$ cat config.mk
export PLATFORM = sky130hd
export DESIGN_NAME = dsp_mac_sequencer
export DESIGN_NICKNAME = d
export VERILOG_FILES = /design/src/rtl/dsp_mac_sequencer.sv
export SDC_FILE = /design/constraint.sdc
export NUM_CORES = 1
export LEC_CHECK = 0
export CAP_MARGIN = 15
export CELL_PAD_IN_SITES_DETAIL_PLACEMENT = 0
export CELL_PAD_IN_SITES_GLOBAL_PLACEMENT = 1
export CORE_MARGIN = 4
export CORE_UTILIZATION = 33
export DETAILED_ROUTE_END_ITERATION = 7
export PLACE_DENSITY_LB_ADDON = 0.1
export SYNTH_ARGS = -nofsm -noshare
export SYNTH_HDL_FRONTEND = slang
export SYNTH_SLANG_ARGS = --single-unit
$ cat constraint.sdc
create_clock -name clk -period 4.8 [get_ports clk]
set_clock_uncertainty 0.1 [all_clocks]
set_input_delay 0.96 -clock clk [delete_from_list [all_inputs] [get_ports clk]]
set_output_delay 0.96 -clock clk [all_outputs]
set_load 0.005 [all_outputs]
$ cat src/rtl/dsp_mac_sequencer.sv
// Control stage in front of one DSP48A1 slice: streams (a,b) beats into the slice,
// sequences OPMODE/CEP per tap and buffers the final P behind a valid/ready handshake.
module dsp_mac_sequencer #(
  parameter int TAPS_W = 8
) (
  input  logic              clk,
  input  logic              rst,
  input  logic              in_valid,
  output logic              in_ready,
  input  logic [17:0]       in_a,
  input  logic [17:0]       in_b,
  input  logic [TAPS_W-1:0] in_taps,
  output logic [17:0]       dsp_a,
  output logic [17:0]       dsp_b,
  output logic [7:0]        dsp_opmode,
  output logic              dsp_cep,
  input  logic [47:0]       dsp_p,
  output logic              out_valid,
  input  logic              out_ready,
  output logic [47:0]       out_data,
  output logic [TAPS_W-1:0] out_taps
);

  typedef enum logic [1:0] {IDLE, ACCUM, FLUSH, HOLD} state_t;

  state_t              r_state;
  state_t              w_next_state;
  logic                w_accept;
  logic                w_last;
  logic [TAPS_W-1:0]   w_taps_eff;
  logic [TAPS_W-1:0]   r_taps;
  logic [TAPS_W-1:0]   r_remaining;
  logic [1:0]          r_flush_cnt;
  logic                r_in_ready;
  logic signed [17:0]  r_a_p0;
  logic signed [17:0]  r_b_p0;
  logic                r_vld_p0;
  logic                r_first_p0;
  logic                r_vld_p1;
  logic [7:0]          r_opmode_p1;
  logic                r_cep_p2;
  logic                r_out_valid;
  logic [47:0]         r_out_data;
  logic [TAPS_W-1:0]   r_out_taps;

  // X=M always; Z=0 restarts the accumulation, Z=P continues it.
  function automatic logic [7:0] opmode_sel(input logic vld, input logic first);
    if (!vld)
      return 8'h00;
    else if (first)
      return 8'h01;
    else
      return 8'h09;
  endfunction

  assign w_accept   = in_valid & r_in_ready;
  assign w_taps_eff = (in_taps == '0) ? TAPS_W'(1) : in_taps;
  assign w_last     = (r_state == IDLE) ? (w_taps_eff == TAPS_W'(1))
                                        : (r_remaining == TAPS_W'(1));

  always_ff @(posedge clk or posedge rst) begin
    if (rst)
      r_state <= IDLE;
    else
      r_state <= w_next_state;
  end

  always_comb begin
    w_next_state = r_state;
    case (r_state)
      IDLE:  if (w_accept) w_next_state = w_last ? FLUSH : ACCUM;
      ACCUM: if (w_accept && w_last) w_next_state = FLUSH;
      FLUSH: if (r_flush_cnt == 2'd3) w_next_state = HOLD;
      HOLD:  if (out_ready) w_next_state = IDLE;
      default: w_next_state = IDLE;
    endcase
  end

  always_ff @(posedge clk or posedge rst) begin
    if (rst) begin
      r_in_ready  <= 1'b1;
      r_taps      <= '0;
      r_remaining <= '0;
      r_flush_cnt <= '0;
      r_a_p0      <= '0;
      r_b_p0      <= '0;
      r_vld_p0    <= 1'b0;
      r_first_p0  <= 1'b0;
      r_vld_p1    <= 1'b0;
      r_opmode_p1 <= '0;
      r_cep_p2    <= 1'b0;
      r_out_valid <= 1'b0;
      r_out_data  <= '0;
      r_out_taps  <= '0;
    end else begin
      r_in_ready <= (w_next_state == IDLE) || (w_next_state == ACCUM);
      // p0: operand capture at the accept edge
      if (w_accept) begin
        r_a_p0 <= in_a;
        r_b_p0 <= in_b;
        if (r_state == IDLE) begin
          r_taps      <= w_taps_eff;
          r_remaining <= w_taps_eff - TAPS_W'(1);
        end else begin
          r_remaining <= r_remaining - TAPS_W'(1);
        end
      end
      r_vld_p0   <= w_accept;
      r_first_p0 <= w_accept && (r_state == IDLE);
      // p1: OPMODE lines up with the slice's A1/B1 register stage
      r_opmode_p1 <= opmode_sel(r_vld_p0, r_first_p0);
      r_vld_p1    <= r_vld_p0;
      // p2: CEP enables the P register while M holds this beat's product
      r_cep_p2 <= r_vld_p1;
      if (r_state == FLUSH)
        r_flush_cnt <= r_flush_cnt + 2'd1;
      else
        r_flush_cnt <= '0;
      if (r_state == FLUSH && r_flush_cnt == 2'd3) begin
        r_out_data  <= dsp_p;
        r_out_taps  <= r_taps;
        r_out_valid <= 1'b1;
      end else if (r_state == HOLD && out_ready) begin
        r_out_valid <= 1'b0;
      end
    end
  end

  assign in_ready   = r_in_ready;
  assign dsp_a      = r_a_p0;
  assign dsp_b      = r_b_p0;
  assign dsp_opmode = r_opmode_p1;
  assign dsp_cep    = r_cep_p2;
  assign out_valid  = r_out_valid;
  assign out_data   = r_out_data;
  assign out_taps   = r_out_taps;

endmodule

==> implementation parameters <==
Parameter                              Value

Layout
  Fraction of layout cells with a size suffix above 1    0.236
  Number of inserted diodes    0
  Area of combinational cells with multiple inputs    1700 um^2
  Fillcell total    1218
  Area taken by flip-flops and latches    2980 um^2
  Core occupancy in the finished layout    0.529
  Area Overhead vs Synth    54.3%
  Final #Nets    645
  Final Instance Area    7450 um^2

Routing
  Starting DRT DRC Count    78
  Wirelength, routed    12.1 mm
  Length of routed met2 wiring    6.13 mm
  Via count    3384
  Met3 routed wirelength    797 um
  Post-DR wirelength/cell    16.5 um
  Post-detailed-route count of antenna-violating nets    0
  Routed met1 length    5.00 mm
  Highest Signal Layer    met4
  Vias per std cell    4.61
  Number of optimization iterations in the first detailed-route pass    4
  DRC violation count after routing    0

STA
  Crit path setup slack, layout    1930 ps
  Aggregate negative setup slack    0 ps
  Unrepaired setup endpoints after global routing    no
  Final clock period utilization by the worst path    0.598
  Number of hold violations in the final report    0
  Worst hold margin    263 ps
  Transition time at the pin with the least slew margin    538 ps
  Worst slew slack as a fraction of its limit    0.641
  Minimum clock period after layout    2870 ps
  Max-slew violations    0
  Achievable frequency    0.348 GHz
  Final count of negative-setup-slack endpoints    0

Synth
  Area share of the largest cell type after synthesis    0.612
  Share of flip-flops with an asynchronous set or reset after synthesis    1.00
  Top_reg_cell synth    dfrtp_1
  Largest area contributor in the netlist    dfrtp_1
  Top-count cell post-synth    dfrtp_1
  Number of flip-flops and latches in the synthesized netlist    119
  Area contributors post-synth    dfrtp_1 61%, mux2_2 21%, nand2_1 2.5%, buf_4 2.0%, ha_1 1.3%
  EDFF count, synth    0
  Sequential share of the synthesized area    0.617
  Mapped Cells    345
  Number of library cell types mapped by synthesis    47
  Top cells by instance count after synthesis    118 x dfrtp_1, 92 x mux2_2, 32 x nand2_1
  Combined area of all synthesized cells    4830 um^2
  Warnings, synthesis    0
  Synthesized area per cell    14.0 um^2

GRT
  Initial antenna violation count    0
  First-pass GRT wire length    18.8 mm
  Overflow after GRT    0
  Pin count of the biggest net entering global routing    78
  Combined global-route utilization of all metal layers    0.147
  Vias in the first global route    3640

Placed design
  Instance area at placement    6900 um^2
  Count of buffers from port buffering    192
  DP HPWL    8.76 mm
  Placer congestion estimate    0.786
  Worst slack after detailed placement    1480 ps

CTS
  TritonCTS clock tree    built
  H-tree depth    4
  Clock edge transition at the registers on the reported setup and hold paths    50 ps
  CTS sink count    119
  CTS Hold Buffers Added    0
  Resized Gates After CTS    0
  Clock latency of the later-clocked register in the worst-skew pair    400 ps
  Number of buffers inserted during clock tree synthesis    17
  CTS Root Cell    clkbuf_16
  CTS max path bufs    2
  Buffer count from post-CTS setup fixing    0

Floorplanning
  Initial cell density of the core    0.343
  Die outline width    129 um
  DIE AREA    16600 um^2
  Die outline height    129 um
  Std-Cell Core Area    14100 um^2
  Count of standard-cell rows    43
  Io pins    199

Setup path
  Critical Path RT    5010 ps
  Nature of the critical path endpoint    register
  Slowest CP cell    o41a_2
  Most prevalent standard cell on the critical path    nand2_1
  CP Max Fanout    42
  Signal arrival time at the worst endpoint    3080 ps
  CP Buf/Inv Count    3
  Cell Chain, Critical Path    clkdlybuf4s50_1 -> nand2_1 -> inv_2 -> buf_4 -> nand2_1 -> o41a_2 -> o211ai_1
  Crit path launch type    primary input
  Largest stage delay on the critical path    480 ps
  Category of the critical setup timing path    primary input to register
  Family of cells with the greatest summed delay on the critical path    buffers and inverters

Pwr
  Worst vdd rail ir drop    0.211 mV
  Total power divided by cell area    356 nW/um^2
  Leak pwr    3.18 nW

Worst hold path
  Tightest Hold Check Type    register to register

Outcome
  Status    finished, final reports clean

Run
  Number of violations of the max-capacitance limit    0
==> worst register-to-register path, cell delays in order, from the launching register on <==
cell	delay, ps
dfstp_2	520
nand2_1	220
inv_2	130
buf_4	470
nand2_1	270
o41a_2	480
o211ai_1	90
==> power by group <==
part	total [mW]	switching (mW)	internal (mW)
sequential	1.16	0.0633	1.09
combinational	0.376	0.132	0.244
clock	1.12	0.403	0.716
total	2.65	0.598	2.05
==> through the flow <==
stage | cells | total power, mW
after floorplan | 350 | 1.32
after global placement | 704 | 1.55
after detailed placement | 704 | 1.55
after CTS | 733 | 2.70
after global routing | 734 | 2.79
final | 734 | 2.65
==> cell type report <==
class	instances	share of cell area
clock buffer	26	0.0683
clock inverter	3	0.00235
inverter	8	0.00437
multi-input combinational	202	0.229
sequential	119	0.400
tap	180	0.0302
timing repair buffer	196	0.266
==> layout by cell type, fill, tap and decap left out, types with 2 or more instances in the layout <==
cell,n
nand2_1,31
nor2b_1,2
nor3_1,2
mux2_2,92
clkbuf_8,5
o21ai_0,5
conb_1,6
o211ai_1,3
inv_1,6
clkbuf_1,4
ha_1,5
clkdlybuf4s50_1,192
o31ai_1,2
clkinv_2,2
nor2_1,9
clkbuf_16,17
a21oi_1,5
a211oi_1,3
nand3b_1,2
dfrtp_1,118
a221o_1,2
o21ai_1,2
nor4_1,4
xor2_1,2
o311a_1,2
buf_4,2
==> final timing paths <==
path | endpoint | slack, ps | cells past startpoint | startpoint
max reg2reg | r_remaining[5] | 2430 | 6 | in_ready
min in group asynchronous | out_data[25] | 740 | 2 | rst
max in group asynchronous | r_taps[0] | 2980 | 4 | rst
max | r_remaining[5] | 1930 | 7 | in_valid
min | dsp_opmode[0] | 260 | 0 | r_vld_p0
min reg2reg | dsp_opmode[0] | 260 | 0 | r_vld_p0
==> sequential cells by signal, summed over array words and instances, names as in the netlist <==
register and count:
dsp_a 18, dsp_b 18, dsp_cep 1, dsp_opmode 2
in_ready 1, out_data 48, out_taps 8, out_valid 1
r_first_p0 1, r_flush_cnt 2, r_remaining 8, r_state 2
r_taps 8, r_vld_p0 1
==> per-layer routing <==
layer | up-vias | global-route usage
met5 | - | 0
met4 | 0 | 0.0544
met3 | 15 | 0.0511
met2 | 121 | 0.247
met1 | 1655 | 0.176
li1 | 1593 | -
==> logic make-up after synthesis <==
logic type / after synthesis / synth area share
AOI/OAI and AO/OA: 31 / 0.0459
xor gates and xnor gates: 3 / 0.00544
adders and majority gates: 5 / 0.0130
buffers and inverters: 29 / 0.0345
DFF: 119 / 0.617
muxes: 93 / 0.217
other: 1 / 0.000777
and+or+nand+nor: 64 / 0.0669
Note: power is estimated with default switching activity, not from simulation.
